### src/rtl/ray_receiver.sv
// ray_receiver: buffers incoming rays in a fall-through FIFO, tags them with pixel x/y and linear address, and pulses frame_done after the last pixel drains.
module ray_receiver #(
    parameter int FIFO_DEPTH = 4,
    parameter int DIR_W      = 32,
    parameter int DIM_W      = 13
) (
    input  logic               clk,
    input  logic               reset_n,
    input  logic               start,
    input  logic [DIM_W-1:0]   image_width,
    input  logic [DIM_W-1:0]   image_height,
    input  logic               in_valid,
    output logic               in_ready,
    input  logic [DIR_W-1:0]   ray_dir_x,
    input  logic [DIR_W-1:0]   ray_dir_y,
    input  logic [DIR_W-1:0]   ray_dir_z,
    output logic               out_valid,
    input  logic               out_ready,
    output logic [DIR_W-1:0]   out_dir_x,
    output logic [DIR_W-1:0]   out_dir_y,
    output logic [DIR_W-1:0]   out_dir_z,
    output logic [DIM_W-1:0]   out_pixel_x,
    output logic [DIM_W-1:0]   out_pixel_y,
    output logic [2*DIM_W-1:0] out_addr,
    output logic               busy,
    output logic               frame_done
);
    localparam int AW = $clog2(FIFO_DEPTH);
    localparam logic [AW:0] DEPTH = (AW+1)'(FIFO_DEPTH);
    typedef enum logic [1:0] {IDLE, RECEIVE, DRAIN, DONE} state_t;
    state_t              state_q;
    logic [DIR_W-1:0]    dx_q [FIFO_DEPTH];
    logic [DIR_W-1:0]    dy_q [FIFO_DEPTH];
    logic [DIR_W-1:0]    dz_q [FIFO_DEPTH];
    logic [DIM_W-1:0]    px_q [FIFO_DEPTH];
    logic [DIM_W-1:0]    py_q [FIFO_DEPTH];
    logic [2*DIM_W-1:0]  pa_q [FIFO_DEPTH];
    logic [AW-1:0]       wr_q, rd_q;
    logic [AW:0]         cnt_q;
    logic [DIM_W-1:0]    w_q, h_q, x_q, y_q;
    logic [2*DIM_W-1:0]  addr_q;
    logic                push, pop;
    assign in_ready    = state_q == RECEIVE && cnt_q != DEPTH;
    assign out_valid   = cnt_q != '0;
    assign push        = in_valid && in_ready;
    assign pop         = out_valid && out_ready;
    assign busy        = state_q == RECEIVE || state_q == DRAIN;
    assign frame_done  = state_q == DONE;
    assign out_dir_x   = dx_q[rd_q];
    assign out_dir_y   = dy_q[rd_q];
    assign out_dir_z   = dz_q[rd_q];
    assign out_pixel_x = px_q[rd_q];
    assign out_pixel_y = py_q[rd_q];
    assign out_addr    = pa_q[rd_q];
    always_ff @(posedge clk) begin
        if (!reset_n) begin
            state_q <= IDLE;
            wr_q    <= '0;
            rd_q    <= '0;
            cnt_q   <= '0;
            w_q     <= '0;
            h_q     <= '0;
            x_q     <= '0;
            y_q     <= '0;
            addr_q  <= '0;
            for (int i = 0; i < FIFO_DEPTH; i++) begin
                dx_q[i] <= '0;
                dy_q[i] <= '0;
                dz_q[i] <= '0;
                px_q[i] <= '0;
                py_q[i] <= '0;
                pa_q[i] <= '0;
            end
        end else begin
            if (push) begin
                dx_q[wr_q] <= ray_dir_x;
                dy_q[wr_q] <= ray_dir_y;
                dz_q[wr_q] <= ray_dir_z;
                px_q[wr_q] <= x_q;
                py_q[wr_q] <= y_q;
                pa_q[wr_q] <= addr_q;
                wr_q       <= wr_q + AW'(1);
            end
            if (pop) rd_q <= rd_q + AW'(1);
            cnt_q <= cnt_q + (AW+1)'(push) - (AW+1)'(pop);
            case (state_q)
                IDLE: if (start) begin
                    w_q     <= image_width;
                    h_q     <= image_height;
                    x_q     <= '0;
                    y_q     <= '0;
                    addr_q  <= '0;
                    state_q <= (image_width == '0 || image_height == '0) ? DONE : RECEIVE;
                end
                RECEIVE: if (push) begin
                    addr_q <= addr_q + (2*DIM_W)'(1);
                    if (x_q == w_q - DIM_W'(1)) begin
                        x_q <= '0;
                        y_q <= y_q + DIM_W'(1);
                        if (y_q == h_q - DIM_W'(1)) state_q <= DRAIN;
                    end else begin
                        x_q <= x_q + DIM_W'(1);
                    end
                end
                // the final pop of the frame moves straight to DONE
                DRAIN: if (cnt_q == '0 || (cnt_q == (AW+1)'(1) && pop)) state_q <= DONE;
                default: state_q <= IDLE;
            endcase
        end
    end
endmodule
### config.mk
export PLATFORM = sky130hd
export DESIGN_NAME = ray_receiver
export DESIGN_NICKNAME = d
export VERILOG_FILES = /design/src/rtl/ray_receiver.sv
export SDC_FILE = /design/constraint.sdc
export NUM_CORES = 1
export LEC_CHECK = 0
export CAP_MARGIN = 20
export CORE_ASPECT_RATIO = 0.8
export CORE_MARGIN = 2
export CORE_UTILIZATION = 58
export DETAILED_ROUTE_END_ITERATION = 8
export PLACE_DENSITY = 0.81
export SYNTH_ARGS = -nofsm -noshare
export SYNTH_HDL_FRONTEND = slang
export SYNTH_SLANG_ARGS = --single-unit
### constraint.sdc
create_clock -name clk -period 17.1 [get_ports clk]
set_input_delay 3.42 -clock clk [delete_from_list [all_inputs] [get_ports clk]]
set_output_delay 3.42 -clock clk [all_outputs]
set_load 0.1 [all_outputs]
Yosys cells after proc, flatten, opt, wreduce, memory -nomap -nowiden
Memory sizes are Yosys's and may differ from the RTL's. A register that Yosys moved wholly into a read port is not among the register bits.
Cells that the tools add are included.
{ "classes": {"n_addsub": 9, "mul": 0, "div_mod_pow": 0, "order_cmp": 0, "n_eq_ne": 12, "shift": 0, "n_mux": 51, "bitwise_logic": 0, "n_reduce_logical": 23} }
{ "op_table": {"columns": ["op", "count"], "rows": [
  ["32-bit two-way mux", 3],
  ["32-bit OR reduction", 3],
  ["13-bit two-way mux", 7],
  ["26-bit two-way mux", 3],
  ["13-bit case mux with 2 select lines", 2],
  ["26-bit case mux with 2 select lines", 1],
  ["2-bit two-way mux", 24],
  ["13-bit by 1-bit adder with 13-bit output, second input constant", 2],
  ["26-bit by 1-bit adder with 26-bit output, second input constant", 1],
  ["13-bit == test", 2],
  ["13-bit logical NOT", 2],
  ["13-bit OR reduction", 2],
  ["26-bit OR reduction", 1],
  ["13-bit by 1-bit subtractor with 13-bit output, second input constant", 2],
  ["1-bit two-way mux", 10],
  ["2-bit by 1-bit inequality test with 1-bit output, second input constant", 3],
  ["2-bit case mux with 3 select lines", 1],
  ["5-bit AND reduction", 1],
  ["2-bit by 1-bit adder with 2-bit output, second input constant", 2],
  ["2-bit == test, second input constant", 2],
  ["1-bit logical AND", 4],
  ["2-bit inequality test, second input constant", 2],
  ["4-bit AND reduction", 1],
  ["3-bit by 1-bit adder with 3-bit output", 1],
  ["other kinds (11)", 13]
]} }
{ "totals": {"regBits": 87, "latchBits": 0, "ram_bits": 592, "rom_bits": 0, "input_bits": 127, "out_inout_bits": 152, "elab_cells": 110, "memories": 6} }
{ "memory_table": {"columns": ["name", "depth", "word_bits", "read_ports", "rd_ports_with_merged_regs", "write_ports", "line_no", "text"], "rows": [
  ["dx_q", 4, 32, 1, 1, 4, "32", "logic [DIR_W-1:0] dx_q [FIFO_DEPTH];"],
  ["dy_q", 4, 32, 1, 1, 4, "33", "logic [DIR_W-1:0] dy_q [FIFO_DEPTH];"],
  ["dz_q", 4, 32, 1, 1, 4, "34", "logic [DIR_W-1:0] dz_q [FIFO_DEPTH];"],
  ["pa_q", 4, 26, 1, 1, 4, "37", "logic [2*DIM_W-1:0] pa_q [FIFO_DEPTH];"],
  ["px_q", 4, 13, 1, 1, 4, "35", "logic [DIM_W-1:0] px_q [FIFO_DEPTH];"],
  ["py_q", 4, 13, 1, 1, 4, "36", "logic [DIM_W-1:0] py_q [FIFO_DEPTH];"]
]} }

Depth between registers and ports, before layout
Gate-level depths: netlist of the first run.
{ "logic_depth": {"depth_word": 8, "depth_mapped": 14, "ltp_nobuf": 12} }

Worst setup path before layout of the first run
Ideal clock, no wire load.
{ "synth_path": {"path_kind": "input to register", "start": "in in_valid", "end": "mem dx_q[1][0], enable pin", "setup_ps": 860, "t_arrival_ps": 14353, "t_required_ps": 16240, "setup_slack_ps": 1887, "path_stages": 4, "n_path_buf": 1, "cell_sequence": "and3_1 > clkbuf_1 > clkinv_1 > o21ai_0"} }
{ "synth_lines": {"columns": ["item", "line_no", "text"], "rows": [
  ["start, declared", "12", "input logic in_valid,"],
  ["end, declared", "32", null]
]} }

==> flow_metrics.py, run 1 <==
metrics = {
    "status": {
        "status": "completed",
    },
    "critical_path": {
        "crit_path_max_incr_delay_ns": 1.01,
        "crit_type": "register to primary output",
        "path_max_fanout": 41,
        "cp_common_cell": "buf_4",
        "end_kind": "primary output",
        "cp_data_required_time_ns": 13.68,
        "reg2regPathDepth": 7,
        "cp-start-kind": "register",
        "crit_buf_inv": 3,
        "cp_cell_sequence": "buf_4 -> buf_4 -> mux4_2 -> clkdlybuf4s50_1",
        "worst_ep_arrival_time_ns": 4.51,
        "crit_family": "buffers and inverters",
        "regToRegStartpoint": "state_q[1]$_SDFFE_PN0P_",
        "worst-path-stages": 4,
        "critical_path.slowest_cell": "clkdlybuf4s50_1",
    },
    "cells_and_area": {
        "area_delta_synth_final_pct": 18.3,
        "postLayoutCoreUtil": 0.691,
        "final_layout_size_suffix_gt1_frac": 0.117,
        "nNetsFinal": 2568,
        "n_fill_cell": 3393,
    },
    "placed_design": {
        "portBuffers": 278,
        "place_hpwl_um": 40800,
        "dp_slack_ns": 9.62,
        "gp_congestion": 0.827,
    },
    "synthesis": {
        "ys_seq_area_frac": 0.660,
        "synth_top_area_cell": "edfxtp_1",
        "ys.flop_type": "edfxtp_1",
        "synth-edff-count": 592,
        "synth.most_common_cell": "edfxtp_1",
        "netlist_area_um2": 29600,
        "synthDistinctLibCells": 67,
        "synth-seq-cells": 681,
        "synthTopCellsByCount": "edfxtp_1 (592), nor2_1 (349), nand2_1 (236), inv_1 (167), and2_1 (153)",
        "synth_top_area_frac": 0.600,
        "synth_area_per_cell_um2": 13.6,
        "yosys_warnings": 0,
        "synth_area_leaders": "edfxtp_1 (60%), mux4_2 (11%), dfxtp_1 (6.0%)",
        "synth_fp_nets": 2325,
        "async_reset_ff_frac": 0,
        "syn_inst": 2186,
    },
    "sta": {
        "worst_pin_slew_ns": 1.10,
        "relSlewSlack": 0.265,
        "finalMaxSlewViolations": 0,
        "fin_crit_ns": 7.93,
        "final-hold-violation-count": 0,
        "setup_tns_ns": 0,
        "finalClockSkew_ns": 0.0235,
        "fmax_mhz": 126,
        "rsz0062_at_grt": "no",
        "finalCritPeriodShare": 0.464,
        "setup_viol_count_final": 0,
        "fin_ws_ns": 9.17,
    },
    "clock_network": {
        "cts-htree-levels": 3,
        "cts-root-buf": "clkbuf_16",
        "cts-buffers-inserted": 67,
        "clkTransAtPathRegs_ns": 0.06,
        "postCtsSetupRepairBufs": 0,
        "cts_tree": "yes",
        "cts_sinks": 681,
        "cts_resized": 0,
        "cts_hold_buf": 0,
        "clk_path_buf_depth": 3,
        "clk_latency_ns": 0.60,
    },
    "grt": {
        "grt_overflow": 0,
        "antenna_found_initial": 0,
        "grt_max_degree": 77,
        "grt_pass1_wl_um": 105000,
        "grt_pass1_vias": 18687,
        "grt_usage": 0.259,
    },
    "min_path": {
        "hold_path_startpoint": "h_q[12]$_SDFFE_PN0P_",
        "hold_class": "register to register",
        "whs_path_depth": 2,
    },
    "drt": {
        "drc_errors": 0,
        "route.detailed.vias_per_inst": 5.79,
        "drtAntennaViolNets": 0,
        "dr.pass1.iters": 5,
        "drt_iter0_drc": 1846,
        "drt-total-wl_um": 68400,
        "wire_per_inst_um": 21.6,
        "vias": 18336,
    },
    "floorplanning": {
        "die-area_um2": 52900,
        "ios": 279,
        "die_h_um": 206,
        "row_count": 74,
        "start_util": 0.584,
        "fp.dieW_um": 257,
        "coreArea_um2": 50700,
    },
    "power": {
        "p_int_mw": 3.26,
        "comb_power_share": 0.374,
        "power_frac_clock": 0.257,
        "leakagePower_nw": 12.9,
        "vdd_ir_drop_max_uv": 139,
        "power_per_cell_area_nw_per_um2": 155,
        "pwr-share-seq": 0.370,
        "p_sw_mw": 2.16,
        "p_sw_frac": 0.398,
    },
    "job": {
        "maxCapViolations": 0,
    },
}
## registers in the layout (all words and copies together) (netlist names), named ones only
name and count:
addr_q 26, x_q 13, py_q 52, state_q 2
rd_q 2, w_q 13, wr_q 2, px_q 52
dy_q 128, y_q 13, dx_q 128, h_q 13
cnt_q 3, dz_q 128, pa_q 104
## layer usage
metal / up-vias / share of wire / GRT usage / wire length (µm)
met3: 116 / 0.077 / 0.0552 / 5250
li1: 8243 / - / - / -
met5: - / 0 / 0 / 0
met2: 757 / 0.49 / 0.425 / 33300
met4: 0 / 0.024 / 0.0843 / 1660
met1: 9220 / 0.41 / 0.351 / 28100
## power by group through the flow
stage	sequential (mW)	clock [mW]	combinational, mW
after global routing	2.02	1.47	2.10
after global placement	2.03	0	2.01
after CTS	2.01	1.41	2.03
after floorplan	2.01	0	1.61
after detailed placement	2.04	0	2.03
final	2.00	1.39	2.02
## path summary, 6_finish.rpt
path	to	slack, ns
max	out_dir_y[14]	9.17
min	h_q[12]$_SDFFE_PN0P_	0.49
max reg2reg	dy_q[0][17]$_SDFFCE_PN0P_	13.46
min reg2reg	h_q[12]$_SDFFE_PN0P_	0.49
## through the flow
step | std cells | power [mW] | instance area, µm² | hold slack, ns
CTS | 3165 | 5.45 | 35000 | 0.494
finish | 3168 | 5.42 | 35000 | 0.491
detailed placement | 3043 | 4.07 | 33000 | 0.487
floorplan | 2186 | 3.62 | 29600 | 0.456
global placement | 3043 | 4.04 | 33000 | 0.478
global route | 3166 | 5.59 | 35000 | 0.502
## cells by family after synthesis
logic type,count (synthesis),synth area share
simple gates,863,0.133
flops,681,0.660
buf+inv,299,0.0404
mux,152,0.114
compound gates,109,0.0263
xor+xnor,70,0.0212
fa+ha+maj,12,0.00532
## area by class of cell
| cell class | count | area [µm²] | area share |
|---|---|---|---|
| antenna | 2 | 5.00 | 0.000143 |
| clock buffer | 89 | 1830 | 0.0523 |
| clock inverter | 33 | 210 | 0.00600 |
| inverter | 168 | 631 | 0.0180 |
| multi-input combinational | 1206 | 8930 | 0.255 |
| sequential | 681 | 19600 | 0.558 |
| tap | 684 | 856 | 0.0244 |
| timing repair buffer | 305 | 3010 | 0.0858 |
## worst reg2reg max path: stages, from the launching register on
cell	delay, ns
dfxtp_1	0.33
inv_1	0.08
ha_1	0.36
and3_1	0.39
nand2_1	0.27
nor3_2	0.23
nand2b_4	0.61
buf_4	0.91
## cell usage in the layout (no fill, tap or decap), types with 4 or more instances in the layout
cell / instances
edfxtp_1: 592
nor2_1: 349
clkdlybuf4s50_1: 278
nand2_1: 235
inv_1: 167
and2_1: 152
mux4_2: 148
dfxtp_1: 87
clkbuf_16: 70
xor2_1: 35
xnor2_1: 34
a21boi_0: 31
buf_4: 26
nand3_1: 22
a21oi_1: 20
o21ai_0: 18
nor4_1: 18
clkbuf_1: 18
clkinv_1: 16
nand4_1: 14
nor3_1: 13
and3_1: 11
ha_1: 11
clkinv_2: 11
or3_1: 9
nand2b_1: 8
o31ai_1: 6
or4_1: 6
nor2b_1: 5
mux2i_1: 4
Note: power is estimated with default switching activity, not from simulation.
==> inputs of run 2 (changes only) <==
- clock period: 17.1 -> 7.5 ns (I/O delays scaled with it)
==> flow_metrics.py, run 2 (same netlist as run 1, synthesis figures left out) <==
metrics = {
    "sta": {
        "worst_pin_slew_ns": 1.17,
        "setup_viol_count_final": 0,
        "finalClockSkew_ns": 0.0237,
        "finalMaxSlewViolations": 0,
        "rsz0062_at_grt": "no",
        "setup_tns_ns": 0,
        "fmax_mhz": 189,
        "finalCritPeriodShare": 0.706,
        "fin_ws_ns": 2.20,
        "relSlewSlack": 0.220,
        "fin_crit_ns": 5.30,
        "final-hold-violation-count": 0,
    },
    "cells_and_area": {
        "layout_common_cells": "edfxtp_1 (592), nor2_1 (349), clkdlybuf4s50_1 (278)",
        "top_regs": "dx_q x128, dy_q x128, dz_q x128",
        "n_fill_cell": 3350,
        "final_layout_size_suffix_gt1_frac": 0.123,
        "postLayoutCoreUtil": 0.697,
        "seq_area_um2": 19600,
        "nNetsFinal": 2566,
        "area_delta_synth_final_pct": 19.4,
        "final_common_cell": "edfxtp_1",
        "multi_input_area_um2": 8930,
    },
    "power": {
        "pwr-share-seq": 0.359,
        "p_sw_mw": 4.94,
        "p_sw_frac": 0.388,
        "power_frac_clock": 0.277,
        "vdd_ir_drop_max_uv": 289,
        "power_per_cell_area_nw_per_um2": 360,
        "leakagePower_nw": 13.0,
        "comb_power_share": 0.363,
        "p_int_mw": 7.78,
    },
    "clock_network": {
        "clk_latency_ns": 0.61,
        "clk_path_buf_depth": 3,
        "postCtsSetupRepairBufs": 0,
        "cts_tree": "yes",
        "cts-root-buf": "clkbuf_16",
        "cts_resized": 0,
        "cts-htree-levels": 3,
        "cts_sinks": 681,
        "clkTransAtPathRegs_ns": 0.07,
        "cts_hold_buf": 0,
        "cts-buffers-inserted": 68,
    },
    "floorplanning": {
        "die_h_um": 206,
        "start_util": 0.584,
        "coreArea_um2": 50700,
        "fp.dieW_um": 257,
        "die-area_um2": 52900,
        "row_count": 74,
        "ios": 279,
    },
    "grt": {
        "grt_usage": 0.255,
        "grt_max_degree": 149,
        "grt_pass1_vias": 18540,
        "antenna_found_initial": 2,
        "grt_pass1_wl_um": 103000,
        "grt_overflow": 0,
    },
    "critical_path": {
        "worst_ep_arrival_time_ns": 3.80,
        "end_kind": "primary output",
        "critical_path.slowest_cell": "clkdlybuf4s50_1",
        "regToRegStartpoint": "state_q[1]$_SDFFE_PN0P_",
        "cp_data_required_time_ns": 6.00,
        "reg2regPathDepth": 8,
        "rr_endpoint": "dz_q[0][6]$_SDFFCE_PN0P_",
        "r2r_slack_ns": 4.03,
        "crit_buf_inv": 2,
        "crit_path_max_incr_delay_ns": 0.99,
        "crit_type": "register to primary output",
        "worst-path-stages": 3,
        "crit_family": "buffers and inverters",
        "path_max_fanout": 37,
        "cp-start-kind": "register",
        "cp_cell_sequence": "buf_4 -> mux4_2 -> clkdlybuf4s50_1",
    },
    "drt": {
        "route.detailed.vias_per_inst": 5.76,
        "vias": 18222,
        "drt_iter0_drc": 1472,
        "drt-total-wl_um": 67000,
        "dr.pass1.iters": 5,
        "drtAntennaViolNets": 0,
        "wire_per_inst_um": 21.2,
        "drc_errors": 0,
    },
    "placed_design": {
        "place_hpwl_um": 39100,
        "gp_congestion": 0.825,
        "dp_slack_ns": 2.65,
        "portBuffers": 278,
    },
    "job": {
        "maxCapViolations": 0,
    },
    "status": {
        "status": "completed",
    },
    "min_path": {
        "hold_class": "register to register",
        "whs_path_depth": 2,
        "min_to": "w_q[12]$_SDFFE_PN0P_",
        "hold_path_startpoint": "w_q[12]$_SDFFE_PN0P_",
    },
}
[run 2: stage by stage]
stage / hold WS (ns) / cell area [µm²] / std cells / total power, mW
final: 0.492 / 35400 / 3166 / 12.7
after global routing: 0.523 / 35400 / 3165 / 13.1
after CTS: 0.492 / 35300 / 3164 / 12.8
after detailed placement: 0.484 / 33000 / 3040 / 9.29
after global placement: 0.481 / 33000 / 3040 / 9.24
after floorplan: 0.456 / 29600 / 2186 / 8.24
[run 2: worst register-to-register path, cell delays in order (launching register included)]
cell and delay (ns):
dfxtp_1 0.34, inv_1 0.08, ha_1 0.38, and3_1 0.38, nand2_1 0.25, nor3_2 0.22
buf_4 0.48, buf_4 0.88, and2_1 0.32
[run 2: layout make-up]
class / instances / area share
sequential: 681 / 0.553
multi-input combinational: 1206 / 0.253
timing repair buffer: 302 / 0.0858
clock buffer: 86 / 0.0532
tap: 684 / 0.0242
inverter: 168 / 0.0178
clock inverter: 38 / 0.0131
antenna: 1 / 0.0000708
[run 2: worst max-delay path by stage]
stage                                           to  slack [ns]  startpoint
after global placement               out_dir_x[11]        2.66    register
after CTS                            out_dir_x[11]        1.98    register
after global routing                  out_dir_y[8]        1.99    register
final                                 out_dir_y[8]        2.20    register
after detailed placement             out_dir_x[11]        2.65    register
after floorplan           dx_q[1][0]$_SDFFCE_PN0P_       -1.79    in_valid
[run 2: power groups by stage]
stage	clock network [mW]	registers (mW)	logic, mW
floorplan	0	4.58	3.66
global placement	0	4.65	4.58
detailed placement	0	4.67	4.62
CTS	3.58	4.60	4.63
global route	3.72	4.61	4.80
finish	3.53	4.58	4.62
[run 2: per-layer routing]
| layer | track usage | vias up | wire, µm |
|---|---|---|---|
| met2 | 0.414 | 694 | 32700 |
| li1 | - | 8257 | - |
| met3 | 0.0522 | 141 | 4950 |
| met4 | 0.0912 | 4 | 1980 |
| met1 | 0.347 | 9126 | 27400 |
| met5 | 0 | - | 21 |
